===== src/rtl/logic_fu_pkg.sv =====
// Opcode encoding shared by the logic functional unit and its evaluator.
// Width-independent; carries no state.
package logic_fu_pkg;

    typedef logic [2:0] op_t;

    localparam op_t OP_AND  = 3'b000;
    localparam op_t OP_XOR  = 3'b001;
    localparam op_t OP_NAND = 3'b010;
    localparam op_t OP_OR   = 3'b011;
    localparam op_t OP_NOT  = 3'b100;
    localparam op_t OP_NOR  = 3'b101;
    localparam op_t OP_NEG  = 3'b110;
    localparam op_t OP_XNOR = 3'b111;

endpackage


===== src/rtl/logic_fu_eval.sv =====
// Combinational opcode -> result for the eight bitwise functions.
// Zero latency, no state; never stalls.
module logic_fu_eval
    import logic_fu_pkg::*;
#(
    parameter int WIDTH = 32
) (
    input  op_t              op,
    input  logic [WIDTH-1:0] a,
    input  logic [WIDTH-1:0] b,
    output logic [WIDTH-1:0] res
);

    always_comb begin
        res = '0;
        case (op)
            OP_AND:  res = a & b;
            OP_XOR:  res = a ^ b;
            OP_NAND: res = ~(a & b);
            OP_OR:   res = a | b;
            OP_NOT:  res = ~a;
            OP_NOR:  res = ~(a | b);
            // Carry out of the increment is dropped: result is modulo 2^WIDTH.
            OP_NEG:  res = ~a + WIDTH'(1);
            OP_XNOR: res = ~(a ^ b);
            default: res = '0;
        endcase
    end

endmodule


===== src/rtl/logic_fu_pipe.sv =====
// Pipelined logic FU: result reaches the CDB STAGES-1 edges after the accept edge.
// Stages compact toward the CDB port; issue stalls only when every stage is full and ungranted.
module logic_fu_pipe
    import logic_fu_pkg::*;
#(
    parameter int  WIDTH  = 32,
    parameter int  TAG_W  = 4,
    parameter int  STAGES = 2,
    localparam int OCC_W  = $clog2(STAGES + 1)
) (
    input  logic             clk,
    input  logic             rst,
    input  logic             issue_valid,
    output logic             issue_ready,
    input  op_t              issue_op,
    input  logic [TAG_W-1:0] issue_tag,
    input  logic [WIDTH-1:0] issue_a,
    input  logic [WIDTH-1:0] issue_b,
    output logic             cdb_req,
    input  logic             cdb_grant,
    output logic [TAG_W-1:0] cdb_tag,
    output logic [WIDTH-1:0] cdb_value,
    input  logic             flush,
    output logic [OCC_W-1:0] occupancy
);

    localparam int LAST = STAGES - 1;

    logic [WIDTH-1:0]  eval_res;
    logic [STAGES-1:0] v_cur;
    logic [STAGES-1:0] v_nxt;
    logic [STAGES-1:0] adv;
    logic [STAGES-1:0] load;
    logic [TAG_W-1:0]  tag_cur [STAGES];
    logic [WIDTH-1:0]  res_cur [STAGES];
    logic [OCC_W-1:0]  occupancy_q;
    logic [OCC_W-1:0]  occupancy_d;

    logic_fu_eval #(.WIDTH(WIDTH)) u_eval (
        .op  (issue_op),
        .a   (issue_a),
        .b   (issue_b),
        .res (eval_res)
    );

    // A stage empties when its content moves on; the last stage moves only on a grant.
    always_comb begin
        adv       = '0;
        adv[LAST] = v_cur[LAST] & cdb_grant;
        for (int k = LAST - 1; k >= 0; k--) begin
            adv[k] = v_cur[k] & (~v_cur[k+1] | adv[k+1]);
        end
        issue_ready = ~flush & (~v_cur[0] | adv[0]);
        load        = '0;
        load[0]     = issue_valid & issue_ready;
        for (int k = 1; k < STAGES; k++) begin
            load[k] = adv[k-1];
        end
    end

    for (genvar k = 0; k < STAGES; k++) begin : g_stage
        logic             v_q, v_d;
        logic [TAG_W-1:0] tag_q, tag_d;
        logic [WIDTH-1:0] res_q, res_d;
        logic [TAG_W-1:0] src_tag;
        logic [WIDTH-1:0] src_res;

        if (k == 0) begin : g_src
            assign src_tag = issue_tag;
            assign src_res = eval_res;
        end else begin : g_src
            assign src_tag = tag_cur[k-1];
            assign src_res = res_cur[k-1];
        end

        // Payload only changes on a load, so a stalled head stays stable on the CDB.
        always_comb begin
            v_d   = v_q;
            tag_d = tag_q;
            res_d = res_q;
            if (load[k]) begin
                v_d   = 1'b1;
                tag_d = src_tag;
                res_d = src_res;
            end else if (adv[k]) begin
                v_d = 1'b0;
            end
            if (flush) begin
                v_d = 1'b0;
            end
        end

        always_ff @(posedge clk or posedge rst) begin
            if (rst) begin
                v_q   <= 1'b0;
                tag_q <= '0;
                res_q <= '0;
            end else begin
                v_q   <= v_d;
                tag_q <= tag_d;
                res_q <= res_d;
            end
        end

        assign v_cur[k]   = v_q;
        assign v_nxt[k]   = v_d;
        assign tag_cur[k] = tag_q;
        assign res_cur[k] = res_q;
    end

    always_comb begin
        occupancy_d = '0;
        for (int k = 0; k < STAGES; k++) begin
            occupancy_d = occupancy_d + OCC_W'(v_nxt[k]);
        end
    end

    always_ff @(posedge clk or posedge rst) begin
        if (rst) begin
            occupancy_q <= '0;
        end else begin
            occupancy_q <= occupancy_d;
        end
    end

    assign cdb_req   = v_cur[LAST];
    assign cdb_tag   = tag_cur[LAST];
    assign cdb_value = res_cur[LAST];
    assign occupancy = occupancy_q;

endmodule


===== config.mk =====
export PLATFORM = sky130hd
export DESIGN_NAME = logic_fu_pipe
export DESIGN_NICKNAME = d
export VERILOG_FILES = /design/src/rtl/logic_fu_pkg.sv /design/src/rtl/logic_fu_eval.sv /design/src/rtl/logic_fu_pipe.sv
export SDC_FILE = /design/constraint.sdc
export NUM_CORES = 1
export LEC_CHECK = 0
export BUFFER_PORTS_ARGS = -buffer_cell sky130_fd_sc_hd__clkbuf_2
export CAP_MARGIN = 20
export CORE_MARGIN = 2
export CORE_UTILIZATION = 43
export DETAILED_ROUTE_END_ITERATION = 7
export GPL_TIMING_DRIVEN = 0
export PLACE_DENSITY_LB_ADDON = 0.12
export SETUP_SLACK_MARGIN = 0.3
export SLEW_MARGIN = 5
export SYNTH_ARGS = -nofsm -noshare
export SYNTH_HDL_FRONTEND = slang
export SYNTH_SLANG_ARGS = --single-unit

===== constraint.sdc =====
create_clock -name clk -period 2.05 [get_ports clk]
set_input_delay 0.205 -clock clk [delete_from_list [all_inputs] [get_ports clk]]
set_output_delay 0.205 -clock clk [all_outputs]
set_load 0.01 [all_outputs]

==> flow_metrics.tcl, run 1 <==
set metrics [dict create \
    cpMaxStageDelayCell "or4_4" \
    ys_warn_count 0 \
    cts_root_buf "clkbuf_16" \
    postSynthAreaPerCell_um2 8.22 \
    layout_setup_ws_ns 0.285 \
    netlist_instances 768 \
    cpPeakStageDelay_ns 0.58 \
    place_hpwl_um 17300 \
    cts.path.max_buffers 2 \
    synth_fp_nets 910 \
    critPathArrivalTime_ns 1.96 \
    critPathTopFamily "simple AND/OR/NAND/NOR gates" \
    p_switching_mw 1.67 \
    fin_nets 1047 \
    r2r_setup_slack_ns 0.39 \
    grt_pass1_vias 6177 \
    slew-limit-headroom 0.500 \
    worstReg2RegStart "g_stage[0].v_q$_DFF_PP0_" \
    status "finished, violations left" \
    track_usage 0.291 \
    clock_latency_ns 0.33 \
    multi_input_area_um2 4050 \
    synth-async-reset-ratio 1.00 \
    cts_tree "yes" \
    maxCapViolations 0 \
    hold_class "input pin to asynchronous set/reset pin" \
    clk_pin_slew_ns 0.06 \
    min_period_ns 1.76 \
    path_buf_inv 2 \
    avgRoutedWirePerCell_um 20.9 \
    vias_per_cell 5.85 \
    clockPowerShare 0.304 \
    clock_tree.htree_level_count 3 \
    p_leak_nw 3.69 \
    clock_skew_ns 0.00377 \
    fmax_mhz 567 \
    placed_area_um2 7140 \
    vias 6398 \
    numCtsBuffers 9 \
    critPathRequiredTime_ns 2.24 \
    critical_path_class "input pin to flip-flop" \
    synth-edff-count 0 \
    drt-pass1-iter-count 5 \
    synth_top_area_cell "dfrtp_1" \
    seq_area_um2 1900 \
    holdWs_ns -0.0107 \
    p_int_mw 3.47 \
    routed_wl_um 22900 \
    gp_congestion 0.938 \
    path_max_fanout 9 \
    ys.flop_type "dfrtp_1" \
    route.detailed.drc 0 \
    final_area_um2 7720 \
    grt_pass1_wl_um 35300 \
    worst_slew_pin_slew_ns 0.748 \
    r2r_end "g_stage[0].res_q[24]$_DFFE_PP0P_" \
    synth_area_leaders "dfrtp_1, ha_1, a21oi_1" \
    ys_ff_latch 76 \
    synth_top_area_share 0.301 \
    yosysUniqueCellTypes 59 \
    drive_gt1_frac 0.242 \
    dieArea_um2 15700 \
    cts_sinks 76 \
    fp.dieH_um 125 \
    finalSetupViolCount 0 \
    final_max_slew_viol_count 0 \
    overflow 0 \
    grt_util_met1 0.425 \
    start_util 0.438 \
    num-fill-cells 1394 \
    endpoint_kind "flip-flop" \
    pre_cts_ws_ns -0.669 \
    total_power_mw 5.13 \
    p_per_area_nw_per_um2 665 \
    grt.met2_usage 0.435 \
    cp-start-kind "input pin" \
    grt_busiest_layer "met2" \
    io_buffers 114 \
    core-area_um2 14400 \
    rsz0062_at_grt "true" \
    ctsHoldBuffers 0 \
    drt_iter0_drc 510 \
    n_antenna_cell 0 \
    rows 44 \
    comb_power_share 0.307 \
    grt_max_degree 43 \
    areaGrowthSynthToFinish_pct 22.2 \
    ant_nets 0 \
    mappedNetlistArea_um2 6310 \
    peakVddDrop_uv 447 \
    crit_chain "clkbuf_2 -> or4_4 -> nor4_4 -> buf_6 -> nand2_8 -> nor3b_4 -> xnor2_1 -> o221ai_1" \
    swShare 0.324 \
    hold_viol 21 \
    use_met3 0.0458 \
    violations "negative hold slack" \
    fin_crit_sh 0.861 \
    seqPwrFrac 0.389 \
    die_x_um 125 \
    boundaryPins 116 \
    ys_seq_area_frac 0.301 \
    r2r.worst_path.cells 6 \
    antenna_found_initial 0 \
]
## final cells by class
class                           instances  area share
Inverter                               70      0.0345
Sequential cell                        76       0.246
Tap cell                              184      0.0298
Timing Repair Buffer                  126      0.0882
Clock inverter                          4     0.00616
Buffer                                 49      0.0368
Clock buffer                           12      0.0332
Multi-Input combinational cell        573       0.525
## worst register-to-register path: stages (launching register included)
cell and delay, ns:
dfrtp_1 0.42, nand3b_1 0.14, and2_2 0.23, clkbuf_4 0.18
buf_4 0.21, o211ai_1 0.19, o211ai_1 0.15
## state kept, by name, indices dropped and copies added, names as in the netlist
signal         cells
g_stage.v_q        1
occupancy          2
cdb_req            1
cdb_value         32
cdb_tag            4
g_stage.tag_q      4
g_stage.res_q     32
## how the worst max path moves through the flow
stage | end | from | cells past startpoint | slack [ns]
5_1_grt | g_stage[0].res_q[31]$_DFFE_PP0P_ | issue_a[3] | 8 | 0.24
3_5_place_dp | g_stage[0].res_q[18]$_DFFE_PP0P_ | issue_op[1] | 7 | -0.67
3_3_place_gp | g_stage[0].res_q[13]$_DFFE_PP0P_ | issue_op[1] | 7 | -0.62
4_1_cts | g_stage[0].res_q[26]$_DFFE_PP0P_ | issue_a[5] | 8 | 0.29
2_1_floorplan | g_stage[0].res_q[27]$_DFFE_PP0P_ | issue_a[2] | 6 | 0.10
6_report | g_stage[0].res_q[31]$_DFFE_PP0P_ | issue_a[3] | 8 | 0.29
## metal layers
| layer | share of wire | vias up | wire length (um) |
|---|---|---|---|
| li1 | - | 2982 | - |
| met1 | 0.46 | 3008 | 10500 |
| met2 | 0.42 | 344 | 9630 |
| met3 | 0.087 | 64 | 1980 |
| met4 | 0.033 | 0 | 753 |
| met5 | 0 | - | 0 |
## stage by stage
stage / hold slack, ns / TNS, ns / std cells / utilization
2_1_floorplan: 0.286 / 0 / 768 / -
3_3_place_gp: 0.400 / -14.20 / 1066 / 0.494
3_5_place_dp: 0.363 / -14.90 / 1067 / 0.495
4_1_cts: 0.00959 / 0 / 1087 / 0.526
5_1_grt: 0.0605 / 0 / 1094 / 0.535
6_report: -0.0107 / 0 / 1094 / 0.535
## power groups by stage
stage	logic, mW	registers [mW]	clock network (mW)
after floorplan	0.803	2.07	0
after global placement	1.47	2.01	0
after detailed placement	1.52	2.02	0
after CTS	1.54	2.00	1.60
after global routing	1.72	2.04	1.67
final	1.58	2.00	1.56
## layout by cell type (no fill, tap or decap), types with 7 or more instances in the layout
cell / instances
o21ai_0: 48
o221ai_1: 15
clkbuf_2: 132
inv_1: 66
clkbuf_16: 9
o211ai_1: 22
a31oi_1: 8
nand2_1: 74
ha_1: 65
a211oi_1: 10
o22ai_1: 7
mux2_1: 30
nand3_1: 8
nor3_1: 9
clkbuf_1: 14
xnor2_1: 23
buf_4: 10
mux2_2: 9
nor2_1: 70
a21oi_1: 73
o21ai_1: 19
dfrtp_1: 76
## kinds of logic (layout without fill, tap and decap cells)
| kind of cell | Yosys count | in the layout | share of synthesized area |
|---|---|---|---|
| muxes | 43 | 43 | 0.0759 |
| DFF | 76 | 76 | 0.301 |
| xor gates and xnor gates | 27 | 27 | 0.0375 |
| and+or+nand+nor | 208 | 208 | 0.155 |
| adders and majority gates | 66 | 66 | 0.131 |
| AOI/OAI and AO/OA | 229 | 229 | 0.222 |
| buffers and inverters | 119 | 261 | 0.0779 |
## timing repair
item,4_1_cts,5_1_grt
setup buffers,4,7
pin swaps,5,6
gates resized for setup,43,28
setup endpoints to repair,66,58
## Yosys cell counts, types with 2 or more instances
| library cell | number |
|---|---|
| or3_1 | 2 |
| dfrtp_1 | 76 |
| nor4_1 | 6 |
| mux2_2 | 9 |
| a31oi_1 | 8 |
| o221ai_1 | 15 |
| a21oi_1 | 73 |
| nand3b_1 | 3 |
| nor3_2 | 3 |
| and2_1 | 2 |
| a211oi_1 | 11 |
| xor2_1 | 2 |
| nand4_1 | 3 |
| o22ai_1 | 7 |
| a22oi_1 | 3 |
| a221oi_1 | 6 |
| nor2b_1 | 2 |
| nor3_1 | 10 |
| o21ai_0 | 48 |
| or2_2 | 2 |
| nor4_4 | 2 |
| o31ai_1 | 2 |
| buf_6 | 2 |
| a222oi_1 | 2 |
| a221o_1 | 2 |
| o211ai_1 | 22 |
| ha_1 | 66 |
| nand2b_1 | 6 |
| xnor2_1 | 25 |
| clkbuf_8 | 3 |
| inv_1 | 67 |
| clkbuf_1 | 37 |
| nand2_1 | 74 |
| and3_1 | 2 |
| a311oi_1 | 2 |
| inv_2 | 3 |
| mux2_1 | 30 |
| o21ai_1 | 20 |
| nand3_1 | 10 |
| mux2i_1 | 4 |
| buf_1 | 7 |
| nor2_1 | 72 |
Power figures use the tool's default switching activity.
==> run 2, diff against run 1 <==
- MAX_ROUTING_LAYER: default -> met4
==> run 2 against run 1 <==
Net effect: the run now ends clean; global-route usage up 1.5 points; power down 0.48%; clock-buffer cell count up 1; final cell count up 0.82%; clock skew down 0.00096 ns; non-clock buffer count up 10; design area up 1.8%; utilization up 0.96 points; largest cell class unchanged.
==> flow_metrics.tcl, run 2 (synthesized netlist as in run 1, its figures left out) <==
set metrics [dict create \
    status "complete, no violations" \
    place_hpwl_um 17900 \
    cts.path.max_buffers 2 \
    antenna_found_initial 0 \
    dpl.cell_count 1068 \
    final_max_slew_viol_count 0 \
    critPathArrivalTime_ns 2.16 \
    worstReg2RegStart "cdb_req$_DFF_PP0_" \
    hold_end "g_stage[0].tag_q[2]$_DFFE_PP0P_" \
    seq_area_um2 1900 \
    grt_pass1_vias 6195 \
    dieArea_um2 15700 \
    vias 6484 \
    critPathTopFamily "buffers and inverters" \
    maxCapViolations 0 \
    cts_tree "yes" \
    routed_wl_um 23600 \
    crit_chain "clkbuf_2 -> clkbuf_2 -> nor3_2 -> clkbuf_2 -> a31oi_1 -> o21ai_1" \
    finalSetupViolCount 0 \
    critical_path_class "input pin to flip-flop" \
    clock_latency_ns 0.32 \
    cp-start-kind "input pin" \
    layout_setup_ws_ns 0.138 \
    avgRoutedWirePerCell_um 21.4 \
    fp.dieH_um 125 \
    fin_nets 1057 \
    clk_pin_slew_ns 0.05 \
    die_x_um 125 \
    num-fill-cells 1368 \
    vias_per_cell 5.88 \
    min_period_ns 1.91 \
    crit_start "issue_op[0]" \
    start_util 0.438 \
    cts_root_buf "clkbuf_16" \
    track_usage 0.306 \
    peakVddDrop_uv 434 \
    layoutNonFillerInstCount 1103 \
    core-area_um2 14400 \
    holdWs_ns 0.0732 \
    p_per_area_nw_per_um2 650 \
    multi_input_area_um2 4090 \
    holdPathStages 3 \
    ant_nets 0 \
    cts_sinks 76 \
    p_leak_nw 3.75 \
    gp_congestion 0.954 \
    critPathRequiredTime_ns 2.30 \
    fin_crit_sh 0.933 \
    drive_gt1_frac 0.255 \
    path_max_fanout 10 \
    grt_pass1_wl_um 36100 \
    slew-limit-headroom 0.509 \
    rows 44 \
    rsz0062_at_grt "true" \
    cpPeakStageDelay_ns 0.58 \
    worst_slew_pin_slew_ns 0.736 \
    endpoint_kind "flip-flop" \
    r2r_setup_slack_ns 0.40 \
    grt_max_degree 32 \
    io_buffers 114 \
    path_buf_inv 3 \
    hold_class "input pin to flip-flop" \
    drt_iter0_drc 543 \
    layout_common_cells "clkbuf_2, dfrtp_1, nand2_1" \
    fmax_mhz 523 \
    cpMaxStageDelayCell "nor3_2" \
    clock_tree.htree_level_count 3 \
    r2r_end "g_stage[0].res_q[15]$_DFFE_PP0P_" \
    overflow 0 \
    hold_viol 0 \
    numCtsBuffers 9 \
    cpMostUsedCell "clkbuf_2" \
    pre_cts_ws_ns -0.699 \
    drt-pass1-iter-count 5 \
    n_antenna_cell 0 \
    areaGrowthSynthToFinish_pct 24.4 \
    final_common_cell "clkbuf_2" \
    route.detailed.drc 0 \
    setup_tns_ns 0 \
    r2r.worst_path.cells 6 \
    min-delay-start "issue_tag[2]" \
    boundaryPins 116 \
    clock_skew_ns 0.00281 \
]
run 2: tightest hold or removal path: stages:
cell and delay (ns):
clkbuf_2 0.07, nand2_1 0.04, nand2_1 0.05
run 2: how the worst max path moves through the flow:
stage | end | slack, ns | depth (start not counted)
global placement | g_stage[0].res_q[8]$_DFFE_PP0P_ | -0.64 | 6
CTS | g_stage[0].res_q[8]$_DFFE_PP0P_ | 0.26 | 6
detailed placement | g_stage[0].res_q[8]$_DFFE_PP0P_ | -0.70 | 6
finish | g_stage[0].res_q[8]$_DFFE_PP0P_ | 0.14 | 6
floorplan | g_stage[0].res_q[27]$_DFFE_PP0P_ | 0.10 | 6
global route | g_stage[0].res_q[8]$_DFFE_PP0P_ | 0.19 | 6
run 2: metrics by stage:
step,instance area (um^2),utilization,total power [mW]
floorplan,6320,-,2.87
global placement,7120,0.494,3.49
detailed placement,7160,0.496,3.56
CTS,7630,0.529,5.10
global route,7860,0.545,5.40
finish,7860,0.545,5.11
run 2: final cells by class:
type,instances,share of cell area
timing repair buffer,136,0.101
buffer,49,0.0368
sequential,76,0.242
clock inverter,2,0.00446
inverter,70,0.0339
multi-input combinational,573,0.520
clock buffer,13,0.0319
tap,184,0.0293
run 2: repair_timing:
action | 4_1_cts | 5_1_grt
pin swaps | 5 | 15
hold endpoints to repair | 16 | 0
gates cloned | 0 | 0
resized for setup | 50 | 47
hold buffers | 1 | 0
endpoints found under the setup margin | 66 | 26
buffers inserted | 4 | 15
run 2: report_power, final:
part	total (mW)	internal, mW	switching [mW]
Sequential	2.00	1.82	0.184
Combinational	1.60	0.660	0.944
Clock	1.50	0.967	0.534
run 2: per-layer routing:
layer | wire [um] | part of all wire | global-route usage
met4 | 455 | 0.019 | 0.0850
met5 | 0 | 0 | -
met1 | 10800 | 0.46 | 0.435
met2 | 10300 | 0.44 | 0.447
met3 | 2030 | 0.086 | 0.0582
